`src/rtl/router_pkg.sv`:
```
// Shared definitions for the router packet transmitter: FSM states,
// header field layout and payload/address limits.
package router_pkg;

  typedef enum logic [2:0] {
    ST_IDLE = 3'd0,
    ST_LOAD = 3'd1,
    ST_HDR  = 3'd2,
    ST_PAY  = 3'd3,
    ST_PAR  = 3'd4,
    ST_GAP  = 3'd5
  } state_t;

  // Header byte layout: destination in the low bits, length above it.
  localparam int HDR_ADDR_LSB = 0;
  localparam int HDR_ADDR_MSB = 1;
  localparam int HDR_LEN_LSB  = 2;
  localparam int HDR_LEN_MSB  = 7;

  localparam int         MAX_PAYLOAD  = 63;
  localparam int         BUF_DEPTH    = MAX_PAYLOAD + 1;
  localparam logic [1:0] ADDR_INVALID = 2'b11;

  function automatic logic [7:0] make_header(input logic [5:0] len, input logic [1:0] addr);
    logic [7:0] h;
    h = '0;
    h[HDR_LEN_MSB:HDR_LEN_LSB]   = len;
    h[HDR_ADDR_MSB:HDR_ADDR_LSB] = addr;
    return h;
  endfunction

endpackage

```
`src/rtl/router_pkt_buf.sv`:
```
// 64x8 payload store with its own write and read pointers. Both pointers
// are cleared together when a new command is accepted.
module router_pkt_buf
  import router_pkg::*;
(
  input  logic       clock,
  input  logic       resetn,
  input  logic       i_clr,
  input  logic       i_we,
  input  logic [7:0] i_wdata,
  input  logic       i_rd_inc,
  output logic [5:0] o_wptr,
  output logic [5:0] o_rptr,
  output logic [7:0] o_rdata
);

  logic [7:0] r_mem [BUF_DEPTH];
  logic [5:0] r_wptr;
  logic [5:0] r_rptr;

  // Payload write; contents need no reset since every byte is written before it is read.
  always_ff @(posedge clock) begin
    if (i_we) r_mem[r_wptr] <= i_wdata;
  end

  // Pointer bookkeeping: clear on a new command, otherwise advance on write/read.
  always_ff @(posedge clock or negedge resetn) begin
    if (!resetn) begin
      r_wptr <= '0;
      r_rptr <= '0;
    end else if (i_clr) begin
      r_wptr <= '0;
      r_rptr <= '0;
    end else begin
      if (i_we)     r_wptr <= r_wptr + 6'd1;
      if (i_rd_inc) r_rptr <= r_rptr + 6'd1;
    end
  end

  assign o_wptr  = r_wptr;
  assign o_rptr  = r_rptr;
  assign o_rdata = r_mem[r_rptr];

endmodule

```
`src/rtl/router_pkt_tx.sv`:
```
// Packet source for the 1x3 router: buffers a whole payload, then emits
// header, payload and parity back-to-back under busy back-pressure,
// followed by an inter-frame gap.
module router_pkt_tx
  import router_pkg::*;
#(
  parameter int IFG   = 2,
  parameter int LEN_W = 6
) (
  input  logic             clock,
  input  logic             resetn,
  input  logic             start,
  input  logic [1:0]       dest_addr,
  input  logic [LEN_W-1:0] pkt_len,
  output logic             cmd_ready,
  output logic             cmd_err,
  input  logic [7:0]       pl_data,
  input  logic             pl_valid,
  output logic             pl_ready,
  output logic [7:0]       data_out,
  output logic             pkt_valid,
  input  logic             busy,
  input  logic             error,
  output logic             done,
  output logic [7:0]       err_cnt
);

  localparam logic [7:0] GAP_LAST = (IFG > 0) ? 8'(IFG - 1) : 8'd0;

  state_t           r_state;
  logic [1:0]       r_addr;
  logic [LEN_W-1:0] r_len;
  logic [7:0]       r_parity;
  logic [7:0]       r_data;
  logic             r_valid;
  logic             r_cmd_ready;
  logic             r_cmd_err;
  logic             r_done;
  logic [7:0]       r_gap;
  logic             r_err_prev;
  logic [7:0]       r_err_cnt;

  logic             w_cmd_bad;
  logic             w_buf_clr;
  logic             w_buf_we;
  logic             w_rd_inc;
  logic [5:0]       w_wptr;
  logic [5:0]       w_rptr;
  logic [7:0]       w_rdata;
  logic [7:0]       w_header;

  assign w_cmd_bad = (dest_addr == ADDR_INVALID) || (pkt_len == '0);
  assign w_buf_clr = (r_state == ST_IDLE) && start && !w_cmd_bad;
  assign w_buf_we  = (r_state == ST_LOAD) && pl_valid;
  // The read pointer moves whenever a payload byte is moved onto data_out.
  assign w_rd_inc  = !busy && ((r_state == ST_HDR) ||
                               ((r_state == ST_PAY) && (w_rptr != r_len)));
  assign w_header  = make_header(r_len, r_addr);
  assign pl_ready  = (r_state == ST_LOAD);

  router_pkt_buf u_buf (
    .clock    (clock),
    .resetn   (resetn),
    .i_clr    (w_buf_clr),
    .i_we     (w_buf_we),
    .i_wdata  (pl_data),
    .i_rd_inc (w_rd_inc),
    .o_wptr   (w_wptr),
    .o_rptr   (w_rptr),
    .o_rdata  (w_rdata)
  );

  // Main transmit FSM with registered outputs; pulses default low each cycle.
  always_ff @(posedge clock or negedge resetn) begin
    if (!resetn) begin
      r_state     <= ST_IDLE;
      r_addr      <= '0;
      r_len       <= '0;
      r_parity    <= '0;
      r_data      <= '0;
      r_valid     <= 1'b0;
      r_cmd_ready <= 1'b1;
      r_cmd_err   <= 1'b0;
      r_done      <= 1'b0;
      r_gap       <= '0;
    end else begin
      r_cmd_err <= 1'b0;
      r_done    <= 1'b0;
      case (r_state)
        ST_IDLE: begin
          if (start) begin
            if (w_cmd_bad) begin
              r_cmd_err <= 1'b1;
            end else begin
              r_addr      <= dest_addr;
              r_len       <= pkt_len;
              r_parity    <= make_header(pkt_len, dest_addr);
              r_cmd_ready <= 1'b0;
              r_state     <= ST_LOAD;
            end
          end
        end
        ST_LOAD: begin
          if (pl_valid) begin
            r_parity <= r_parity ^ pl_data;
            if (w_wptr == r_len - 6'd1) begin
              r_data  <= w_header;
              r_valid <= 1'b1;
              r_state <= ST_HDR;
            end
          end
        end
        ST_HDR: begin
          if (!busy) begin
            r_data  <= w_rdata;
            r_state <= ST_PAY;
          end
        end
        ST_PAY: begin
          if (!busy) begin
            if (w_rptr == r_len) begin
              r_data  <= r_parity;
              r_valid <= 1'b0;
              r_state <= ST_PAR;
            end else begin
              r_data <= w_rdata;
            end
          end
        end
        ST_PAR: begin
          if (!busy) begin
            r_data <= '0;
            r_gap  <= '0;
            if (IFG == 0) begin
              r_done      <= 1'b1;
              r_cmd_ready <= 1'b1;
              r_state     <= ST_IDLE;
            end else begin
              r_state <= ST_GAP;
            end
          end
        end
        ST_GAP: begin
          if (r_gap == GAP_LAST) begin
            r_done      <= 1'b1;
            r_cmd_ready <= 1'b1;
            r_state     <= ST_IDLE;
          end else begin
            r_gap <= r_gap + 8'd1;
          end
        end
        default: r_state <= ST_IDLE;
      endcase
    end
  end

  // Saturating count of router error rising edges.
  always_ff @(posedge clock or negedge resetn) begin
    if (!resetn) begin
      r_err_prev <= 1'b0;
      r_err_cnt  <= '0;
    end else begin
      r_err_prev <= error;
      if (error && !r_err_prev && (r_err_cnt != 8'hFF)) r_err_cnt <= r_err_cnt + 8'd1;
    end
  end

  assign cmd_ready = r_cmd_ready;
  assign cmd_err   = r_cmd_err;
  assign data_out  = r_data;
  assign pkt_valid = r_valid;
  assign done      = r_done;
  assign err_cnt   = r_err_cnt;

endmodule

```
`config.mk`:
```
export PLATFORM = sky130hd
export DESIGN_NAME = router_pkt_tx
export DESIGN_NICKNAME = d
export VERILOG_FILES = /design/src/rtl/router_pkg.sv /design/src/rtl/router_pkt_buf.sv /design/src/rtl/router_pkt_tx.sv
export SDC_FILE = /design/constraint.sdc
export NUM_CORES = 1
export LEC_CHECK = 0
export BUFFER_PORTS_ARGS = -buffer_cell sky130_fd_sc_hd__buf_2
export CORE_MARGIN = 3
export CORE_UTILIZATION = 47
export DETAILED_ROUTE_END_ITERATION = 12
export HOLD_SLACK_MARGIN = 0.02
export SLEW_MARGIN = 10
export SYNTH_ARGS = -nofsm -noshare
export SYNTH_HDL_FRONTEND = slang
export SYNTH_HIERARCHICAL = 1
export SYNTH_SLANG_ARGS = --single-unit
```
`constraint.sdc`:
```
create_clock -name clock -period 3.3 [get_ports clock]
set_input_delay 0.33 -clock clock [delete_from_list [all_inputs] [get_ports clock]]
set_output_delay 0.33 -clock clock [all_outputs]
set_load 0.005 [all_outputs]
```
# Word level (Yosys, flattened, before mapping)
# Memories as Yosys holds them, arrays and structs flattened.
# Cells that the tools add are included.
[totals]
inputBits = 22
wordCells = 114
reg_bits = 60
memories = 1
output_inout_bits = 21
ram_bits = 512
[mem_list]
columns = ["name", "depth", "word_bits", "rd", "rd_ports_with_merged_regs", "write_ports", "line", "source"]
rows = [
  ["u_buf.r_mem", 64, 8, 1, 0, 1, "router_pkt_buf.sv:17", "logic [7:0] r_mem [BUF_DEPTH];"],
]
[op_classes]
n_reduce_logical = 28
mux = 43
n_addsub = 5
n_eq_ne = 21
bitwise_logic = 2
[op_table]
columns = ["op", "n"]
rows = [
  ["$mux 8", 10],
  ["$pmux 8 s2", 2],
  ["$pmux 8 s4", 1],
  ["$mux 3", 9],
  ["$mux 6", 4],
  ["$pmux 3 s6", 1],
  ["$add 8x1->8 const B", 2],
  ["$ne 2x2->1 const B", 8],
  ["$mux 1", 14],
  ["$add 6x1->6 const B", 2],
  ["$eq 6x6->1", 2],
  ["$reduce_bool 2->1", 6],
  ["$reduce_and 9->1", 1],
  ["$eq 8x1->1 const B", 1],
  ["$ne 8x8->1 const B", 1],
  ["$reduce_and 4->1", 2],
  ["$xor 8x8->8", 1],
  ["$logic_and 1x1->1", 7],
  ["$eq 3x2->1 const B", 2],
  ["$eq 3x3->1 const B", 2],
  ["$logic_not 6->1", 1],
  ["$ne 6x6->1", 1],
  ["$reduce_and 3->1", 2],
  ["$reduce_and 6->1", 1],
  ["11 further kinds", 16],
]

# Depth between registers and ports, before layout
# Gate-level depths: netlist (run 1).
[depth]
depth_word = 6
mapped_depth = 11
mapped_depth_nobuf = 8

# Hierarchy
# Netlist (run 1), hierarchy kept.
[by_module_without_submodules]
columns = ["mod", "seq_area_each_um2", "cells_each", "area_each_um2", "instances"]
rows = [
  ["router_pkt_buf", 15675.0, 1054, 20691.1, 1],
  ["router_pkt_tx", 1202.4, 264, 2688.8, 1],
]

# Worst setup path after synthesis (run 1)
# OpenSTA, ideal clock, no wires.
[synth_path]
kind = "register -> register"
startpoint = "register r_state[2]"
endpoint = "memory u_buf.r_mem[40][0], enable pin"
setup_ps = 383
period_less_slack_ps = 2794
t_arrival_ps = 2411
n_path_buf = 2
stages_incl_launch_ff = 9
setup_slack_ps = 506
t_required_ps = 2917
path_cell_list = "dfrtp_1 buf_2 nor2b_4 and2b_4 and2_4 clkbuf_1 nor2b_1 nand3_1 nor3_1"
[synth_via]
elab_chain_len = 4
[synth_lines]
columns = ["element", "line", "source"]
rows = [
  ["start: declaration", "router_pkt_tx.sv:30", "state_t r_state;"],
  ["start signal: assignment", "router_pkt_tx.sv:76", "r_state <= ST_IDLE;"],
  ["start signal: assignment", "router_pkt_tx.sv:99", "r_state <= ST_LOAD;"],
  ["start signal: assignment", "router_pkt_tx.sv:109", "r_state <= ST_HDR;"],
  ["$eq 3x1->1", "router_pkt_tx.sv:54", "assign w_buf_we = (r_state == ST_LOAD) && pl_valid;"],
  ["$logic_and 1x1->1", "router_pkt_tx.sv:54", ""],
  ["via w_buf_we", "router_pkt_tx.sv:45", "logic w_buf_we;"],
  ["$mux 1", "router_pkt_buf.sv:23", "if (i_we) r_mem[r_wptr] <= i_wdata;"],
  ["$mux 1 (not written as such)", "router_pkt_buf.sv:23", ""],
  ["end: declaration", "router_pkt_buf.sv:17", ""],
]
# The timed path passes the listed nets, and every way through them passes these cells.

# Final worst setup path (run 1)
[layout_path]
startpoint = "register u_buf.r_rptr[3], in the netlist u_buf/o_rptr[3]"
endpoint = "register r_data[1], in the netlist data_out[1]"
[layout_via]
elab_chain_len = 4
elab_cells_between_ends = 6
cone_classes = "eq/ne: 1; mux: 4; memory: 1"
[layout_lines]
columns = ["element", "line", "source"]
rows = [
  ["start: declaration", "router_pkt_buf.sv:19", "logic [5:0] r_rptr;"],
  ["start signal: assignment", "router_pkt_buf.sv:36", "if (i_rd_inc) r_rptr <= r_rptr + 6'd1;"],
  ["$mem_v2 64x8 *", "n/a", ""],
  ["via w_rdata[1]", "router_pkt_tx.sv:49", "logic [7:0] w_rdata;"],
  ["$mux 8", "router_pkt_tx.sv:121", "if (w_rptr == r_len) begin"],
  ["$mux 8", "router_pkt_tx.sv:120", "if (!busy) begin"],
  ["$pmux 8 s4 *", "router_pkt_tx.sv:89", "case (r_state)"],
  ["end signal: assignment", "router_pkt_tx.sv:115", "r_data <= w_rdata;"],
  ["end signal: assignment", "router_pkt_tx.sv:122", "r_data <= r_parity;"],
  ["end signal: assignment", "router_pkt_tx.sv:126", "r_data <= w_rdata;"],
  ["end: declaration", "router_pkt_tx.sv:34", "logic [7:0] r_data;"],
]
# The timed path passes the listed nets; every way through them passes the cells marked *. The select of a mux whose other input is x is not followed.
# A chain may end at the register's enable or synchronous reset.

==> reports/summary.json, run 1 <==
{
  "area_delta_synth_final_pct": 14.42,
  "pin_count": 43,
  "route.antenna.remaining_nets": 0,
  "transition_at_the_pin_with_the_smallest_max_transition_slack_ns": 1.076,
  "drive_gt1_share_pct": 24.12,
  "grt_setup_unrepaired": "false",
  "route.vias.total": 12690,
  "p_per_area_nw_per_um2": 758.3,
  "synth_warnings": 6,
  "worst_skew_pair_latency_ns": 0.62,
  "antenna_found_initial": 0,
  "worst_r2r_startpoint": "u_buf/o_rptr[3]",
  "irDropWorstVdd_mv": 0.4478,
  "outcome": "finished, final reports clean",
  "setup.worst_path.start": "u_buf/o_rptr[3]",
  "maximum_number_of_pins_on_one_net_before_global_route_repair": 57,
  "drt-pass1-iter-count": 6,
  "floorplan.initialDensity_pct": 47.66,
  "grt_pass1_wl_mm": 84.50,
  "die_width_um": 229.0,
  "htree_levels": 2,
  "timing_worst_setup_path_type": "flip-flop to flip-flop",
  "vias_in_the_first_global_route": 12580,
  "grt_remaining_overflow": 0,
  "worst_slack_ns": 0.3080,
  "ctsResizeCount": 0,
  "fin_tns_setup_ns": 0,
  "die_outline_area_um2": 52460,
  "multi_input_comb_area_um2": 6003,
  "maxUsedRoutingLayer": "met4",
  "post_drt_wl_per_cell_um": 26.20,
  "diodes": 0,
  "n_fill_cell": 3893,
  "hpwlAfterDp_mm": 36.48,
  "final_hold_violating_endpoints": 0,
  "synth.distinct_cells": 71,
  "post_route_met1_wirelength_mm": 24.64,
  "core_region_area_um2": 49050,
  "cell_area_after_technology_mapping_um2": 23380,
  "clock_root_buffer": "sky130_fd_sc_hd__clkbuf_16",
  "layout.cells.most_common": "sky130_fd_sc_hd__edfxtp_1",
  "worst-path-max-fanout": 13,
  "postSynth.asyncResetShare_pct": 10.49,
  "number_of_enable_flip_flop_cells_after_synthesis": 512,
  "cap_viol_max_count": 0,
  "grt_util_all_layers_pct": 21.88,
  "wl_met3_mm": 4.576,
  "power_leakage_nw": 8.902,
  "slew-limit-headroom_pct": 28.24,
  "drtIter0Drc": 1461,
  "period_minus_slack_ns": 2.992,
  "finalHoldWorstSlack_ns": 0.1182,
  "dp_worst_setup_slack_ns": 0.3746,
  "synth-seq-cells": 572,
  "finalWirelength_mm": 56.92,
  "setup_viol": 0,
  "dominantRegCellSynth": "sky130_fd_sc_hd__edfxtp_1",
  "post_synth_inst_count": 1318,
  "placer_s_final_routability_congestion_estimate": 0.8424,
  "layout_common_cells": "sky130_fd_sc_hd__edfxtp_1 (512), sky130_fd_sc_hd__nor2_1 (106), sky130_fd_sc_hd__buf_4 (105), sky130_fd_sc_hd__mux4_2 (100), sky130_fd_sc_hd__mux2i_1 (79)",
  "post_synth.cell_area_avg_um2": 17.74,
  "fin_worst_skew_ns": 0.03051,
  "dr_wl_met2_mm": 26.24,
  "synth.net_count": 1346,
  "viasPerCell": 5.840,
  "critical_path_arrival_ns": 3.48,
  "critical_path.endpoint_type": "flip-flop",
  "chipHeight_um": 229.0,
  "tritoncts.num_buffers": 57,
  "max_freq_ghz": 0.3342,
  "worst_setup_hold_path_clk_slew_ns": 0.06,
  "yosysSeqAreaShare_pct": 72.19,
  "slew_violations": 0,
  "finish.net_count": 1495,
  "period_utilization_post_route_pct": 90.67,
  "final-seq-area_um2": 16890,
  "worst_hold_path_type": "input pin to async pin",
  "maximum_clock_path_buffer_count": 3,
  "reg2reg_setup_slack_ns": 0.31,
  "cts_tree": "yes",
  "worstPathRequired_ns": 3.78,
  "cts.sink_count": 572,
  "port_buffers": 42,
  "remaining_drc_errors": 0,
  "worst_setup_sp_type": "flip-flop",
  "rows": 81
}
## area by class of cell
cell class,count,area share (%)
Sequential cell,572,63.12
Tap cell,664,3.106
Multi-Input combinational cell,658,22.44
Clock buffer,69,5.580
Inverter,14,0.1964
Clock inverter,32,0.9214
Timing Repair Buffer,164,4.630
## routing by layer
layer	up-vias	GRT usage, %
met3	85	5.311
met1	6595	31.94
met5	-	0
li1	5544	-
met4	0	6.157
met2	466	33.21
## power breakdown
part | internal (mW) | switching (mW) | total [mW]
logic | 2.25 | 2.90 | 5.15
clock network | 3.44 | 2.66 | 6.10
registers | 8.40 | 0.639 | 9.04
## logic make-up after synthesis
| family | synth area share, % |
|---|---|
| compound gates | 4.720 |
| xor+xnor | 1.274 |
| fa+ha+maj | 0.3211 |
| buf+inv | 2.135 |
| flops | 72.19 |
| mux | 13.59 |
| simple gates | 5.769 |
## registers in the layout (all words and copies together) (netlist names), 2 cells and up
register,flops
data_out,8
err_cnt,8
r_addr,2
u_buf/r_mem,512
u_buf/o_rptr,6
r_parity,8
r_state,3
r_len,6
u_buf/o_wptr,6
r_gap,8
## what timing repair did
item	in CTS	in global routing
hold buffers	10	0
hold endpoints to repair	69	0
buffers inserted	0	0
## worst paths after layout
check,end,depth (start not counted)
max,data_out[1],7
min,r_gap[4],2
max reg2reg,data_out[1],7
min reg2reg,cmd_ready,2
max in group asynchronous,u_buf/o_rptr[0],3
min in group clock,pkt_valid,3
## metrics by stage
stage          total power [mW]  instance area, µm²  cells  utilization [%]
2_1_floorplan             12.56               23380   1318                -
3_3_place_gp              14.23               24910   2062            50.79
3_5_place_dp              14.31               24910   2062            50.79
4_1_cts                   20.42               26750   2173            54.54
5_1_grt                   21.18               26750   2173            54.54
6_report                  20.29               26750   2173            54.54
## worst max-delay path, stage by stage, from the launching register on
cell and delay, ns:
sky130_fd_sc_hd__dfrtp_1 0.80, sky130_fd_sc_hd__nand2_1 0.65, sky130_fd_sc_hd__o31ai_1 0.50, sky130_fd_sc_hd__a221oi_1 0.09, sky130_fd_sc_hd__o21ai_0 0.17, sky130_fd_sc_hd__nand2_1 0.16
sky130_fd_sc_hd__a222oi_1 0.36, sky130_fd_sc_hd__mux2i_1 0.12
## Yosys cell counts, types with 6 or more instances
| cell | count | area [µm²] |
|---|---|---|
| sky130_fd_sc_hd__o21ai_0 | 35 | 175.2 |
| sky130_fd_sc_hd__a21o_1 | 6 | 45.04 |
| sky130_fd_sc_hd__inv_1 | 13 | 48.80 |
| sky130_fd_sc_hd__buf_4 | 8 | 60.06 |
| sky130_fd_sc_hd__nor2b_1 | 11 | 68.82 |
| sky130_fd_sc_hd__nor3_1 | 18 | 90.09 |
| sky130_fd_sc_hd__xnor2_1 | 16 | 140.1 |
| sky130_fd_sc_hd__a222oi_1 | 8 | 80.08 |
| sky130_fd_sc_hd__buf_6 | 15 | 168.9 |
| sky130_fd_sc_hd__mux2i_1 | 79 | 790.8 |
| sky130_fd_sc_hd__o221ai_1 | 7 | 61.31 |
| sky130_fd_sc_hd__a22oi_1 | 17 | 127.6 |
| sky130_fd_sc_hd__edfxtp_1 | 512 | 15370 |
| sky130_fd_sc_hd__mux4_2 | 100 | 2252 |
| sky130_fd_sc_hd__xor2_1 | 18 | 157.7 |
| sky130_fd_sc_hd__o22ai_1 | 7 | 43.79 |
| sky130_fd_sc_hd__a221oi_1 | 11 | 96.34 |
| sky130_fd_sc_hd__nand2_1 | 45 | 168.9 |
| sky130_fd_sc_hd__nand2b_1 | 20 | 125.1 |
| sky130_fd_sc_hd__mux2_2 | 12 | 135.1 |
| sky130_fd_sc_hd__buf_2 | 19 | 95.09 |
| sky130_fd_sc_hd__nor4_1 | 8 | 50.05 |
| sky130_fd_sc_hd__nand4_1 | 7 | 43.79 |
| sky130_fd_sc_hd__nand3_1 | 28 | 140.1 |
| sky130_fd_sc_hd__nor2_1 | 106 | 397.9 |
| sky130_fd_sc_hd__dfrtp_1 | 59 | 1476 |
| sky130_fd_sc_hd__ha_1 | 6 | 75.07 |
| sky130_fd_sc_hd__a21oi_1 | 25 | 125.1 |
| sky130_fd_sc_hd__clkbuf_1 | 25 | 93.84 |
Note: power is estimated with default switching activity, not from simulation.
==> run 2, diff against run 1 <==
Settings changed: CORE_MARGIN 3 to 2, GPL_ROUTABILITY_DRIVEN set to 0.
Clock period 3.3 ns to 2.95 ns, I/O delays scaled along.
==> run 2 against run 1 <==
Against the previous run: sequential share of layout area fell by 0.88 points; fmax is 6.0% higher; via count increased by 0.72%; largest power group unchanged; clock-buffer cell count unchanged.
==> reports/summary.json, run 2 (synthesis gave the netlist of run 1 again) <==
{
  "outcome": "finished, final reports clean",
  "irDropWorstVdd": {"value": 0.4558, "unit": "mV", "change": "+1.8%"},
  "grt_util_all_layers": {"value": 22.18, "unit": "%", "change": "+0.30 points"},
  "hpwlAfterDp": {"value": 36.46, "unit": "mm", "change": "about the same"},
  "worst_skew_pair_latency": {"value": 0.62, "unit": "ns", "change": "about the same"},
  "worst_setup_sp_type": "flip-flop",
  "p_per_area": {"value": 854.6, "unit": "nW/µm²", "change": "+13%"},
  "period_minus_slack": {"value": 2.823, "unit": "ns", "change": "-0.1691 ns"},
  "cts.sink_count": {"value": 572, "change": "unchanged"},
  "slew-limit-headroom": {"value": 40.96, "unit": "%", "change": "+13 points"},
  "worst-path-max-fanout": {"value": 18, "change": "+5"},
  "drt-pass1-iter-count": {"value": 9, "change": "+3"},
  "dp_cells": {"value": 2083, "change": "+1.0%"},
  "worst-path-buf-inv": {"value": 1, "change": "+1"},
  "worst_setup_hold_path_clk_slew": {"value": 0.06, "unit": "ns", "change": "about the same"},
  "worstPathRequired": {"value": 3.42, "unit": "ns", "change": "-0.36 ns"},
  "design_area": {"value": 27130, "unit": "µm²", "change": "+1.4%"},
  "finalWirelength": {"value": 56.07, "unit": "mm", "change": "-1.5%"},
  "registers.top_by_ff_count": "u_buf/r_mem",
  "area_delta_synth_final_pct": 16.03,
  "maximum_number_of_pins_on_one_net_before_global_route_repair": {"value": 40, "change": "-30%"},
  "finalHoldWorstSlack": {"value": 0.1268, "unit": "ns", "change": "+0.008533 ns"},
  "slowest_stage": "sky130_fd_sc_hd__mux4_2",
  "chipHeight": {"value": 227.0, "unit": "µm", "change": "-0.87%"},
  "remaining_drc_errors": {"value": 0, "change": "unchanged"},
  "grt_setup_unrepaired": "false",
  "diodes": {"value": 0, "change": "unchanged"},
  "period_utilization_post_route": {"value": 95.69, "unit": "%", "change": "+5.0 points"},
  "fin_worst_skew": {"value": 0.02719, "unit": "ns", "change": "-0.003321 ns"},
  "rows": {"value": 81, "change": "unchanged"},
  "post-cts-setup-buffer-count": {"value": 0, "change": "unchanged"},
  "maximum_clock_path_buffer_count": {"value": 3, "change": "unchanged"},
  "critical_path_arrival": {"value": 3.30, "unit": "ns", "change": "-0.18 ns"},
  "fin_tns_setup": {"value": 0, "unit": "ns", "change": "unchanged"},
  "timing_worst_setup_path_type": "flip-flop to flip-flop",
  "vias_in_the_first_global_route": {"value": 12740, "change": "+1.2%"},
  "htree_levels": {"value": 2, "change": "unchanged"},
  "hp-start": "start",
  "worst_path_largest_cell_delay": {"value": 0.53, "unit": "ns", "change": "-0.27 ns"},
  "slew_violations": {"value": 0, "change": "unchanged"},
  "route.vias.total": {"value": 12780, "change": "+0.72%"},
  "setup.worst_path.start": "u_buf/o_rptr[0]",
  "flip_flop_count_of_the_largest_register_after_layout": {"value": 512, "change": "unchanged"},
  "power_leakage": {"value": 9.088, "unit": "nW", "change": "+2.1%"},
  "antenna_found_initial": {"value": 0, "change": "unchanged"},
  "grt_pass1_wl": {"value": 82.50, "unit": "mm", "change": "-2.4%"},
  "drive_gt1_share": {"value": 25.77, "unit": "%", "change": "+1.6 points"},
  "cts_tree": "yes",
  "reg2reg_setup_slack": {"value": 0.13, "unit": "ns", "change": "-0.18 ns"},
  "route.antenna.remaining_nets": {"value": 0, "change": "unchanged"},
  "final_hold_violating_endpoints": {"value": 0, "change": "unchanged"},
  "floorplan.initialDensity": {"value": 47.66, "unit": "%", "change": "unchanged"},
  "tritoncts.num_buffers": {"value": 56, "change": "-1.8%"},
  "setup_viol": {"value": 0, "change": "unchanged"},
  "port_buffers": {"value": 42, "change": "unchanged"},
  "placed_cell_area": {"value": 25170, "unit": "µm²", "change": "+1.0%"},
  "critical_path.top_delay_family": "compound AO/OA/AOI/OAI gates",
  "series_of_cell_instances_along_the_critical_path": "buf_12, mux4_2, o21ai_0, o221ai_1, a21o_1, a222oi_1, mux2i_1",
  "transition_at_the_pin_with_the_smallest_max_transition_slack": {"value": 0.8855, "unit": "ns", "change": "-0.1909 ns"},
  "grt_remaining_overflow": {"value": 0, "change": "unchanged"},
  "finalNonFillerCells": {"value": 2197, "change": "+1.1%"},
  "layout_common_cells": "sky130_fd_sc_hd__edfxtp_1 (512), sky130_fd_sc_hd__buf_4 (118), sky130_fd_sc_hd__nor2_1 (106), sky130_fd_sc_hd__mux4_2 (100), sky130_fd_sc_hd__mux2i_1 (79)",
  "core_region_area": {"value": 49050, "unit": "µm²", "change": "unchanged"},
  "die_width": {"value": 227.0, "unit": "µm", "change": "-0.87%"},
  "critical_path.endpoint_type": "flip-flop",
  "viasPerCell": {"value": 5.817, "change": "-0.38%"},
  "drtIter0Drc": {"value": 1168, "change": "-20%"},
  "max_freq": {"value": 0.3542, "unit": "GHz", "change": "+6.0%"},
  "worst_hold_path_type": "input pin to flip-flop",
  "cap_viol_max_count": {"value": 0, "change": "unchanged"},
  "clock_root_buffer": "sky130_fd_sc_hd__clkbuf_16",
  "post_drt_wl_per_cell": {"value": 25.52, "unit": "µm", "change": "-2.6%"},
  "die_outline_area": {"value": 51540, "unit": "µm²", "change": "-1.7%"},
  "layout.cells.most_common": "sky130_fd_sc_hd__edfxtp_1",
  "pin_count": {"value": 43, "change": "unchanged"},
  "finish.net_count": {"value": 1515, "change": "+1.3%"},
  "worst_r2r_startpoint": "u_buf/o_rptr[0]"
}
[run 2: changes by cell type in the layout (fill, tap and decap cells not counted), sizes merged]
cell / previous run / this run
buf: 154 / 175
bufinv: 3 / 8
clkinv: 29 / 25
clkinvlp: 0 / 1
inv: 14 / 15
[run 2: path summary, 6_finish.rpt]
check / endpoint / depth (start not counted)
min in group asynchronous: r_parity[1] / 2
max reg2reg: data_out[4] / 7
max: data_out[4] / 7
min: cmd_err / 3
min reg2reg: cmd_ready / 2
max in group asynchronous: cmd_ready / 3
[run 2: tightest hold or removal path: stages]
cell	delay, ns
sky130_fd_sc_hd__buf_2	0.07
sky130_fd_sc_hd__nand2b_1	0.10
sky130_fd_sc_hd__and3b_1	0.22
[run 2: timing repair]
action	in CTS	in global routing
endpoints found under the hold margin	44	0
hold buffers	10	0
resized for setup	0	2
setup endpoints to repair	0	2
[run 2: power breakdown]
part	internal (mW)	switching, mW
logic	2.68	3.30
clock network	4.24	2.99
registers	9.40	0.589
[run 2: per-layer routing]
metal	vias to the layer above	wire length [µm]	GRT usage, %
li1	5578	-	-
met1	6661	24890	31.85
met2	462	26040	34.78
met3	80	3621	4.104
met4	0	1525	6.894
met5	-	0	0
[run 2: cell type report]
type | count | area (µm²)
Clock buffer | 69 | 1471
Clock inverter | 35 | 377.9
Fill cell | 3833 | 21920
Inverter | 14 | 52.55
Multi-Input combinational cell | 658 | 6012
Sequential cell | 572 | 16890
Tap cell | 664 | 830.8
Timing Repair Buffer | 185 | 1496
[run 2: per-stage QoR]
stage	utilization (%)	worst slack, ns	power (mW)
final	55.30	0.1270	23.18
after global routing	55.30	0.02291	24.14
after CTS	55.29	0.07288	23.33
after detailed placement	51.32	0.1048	16.11
after global placement	51.32	0.1368	16.03
after floorplan	-	0.1555	14.05
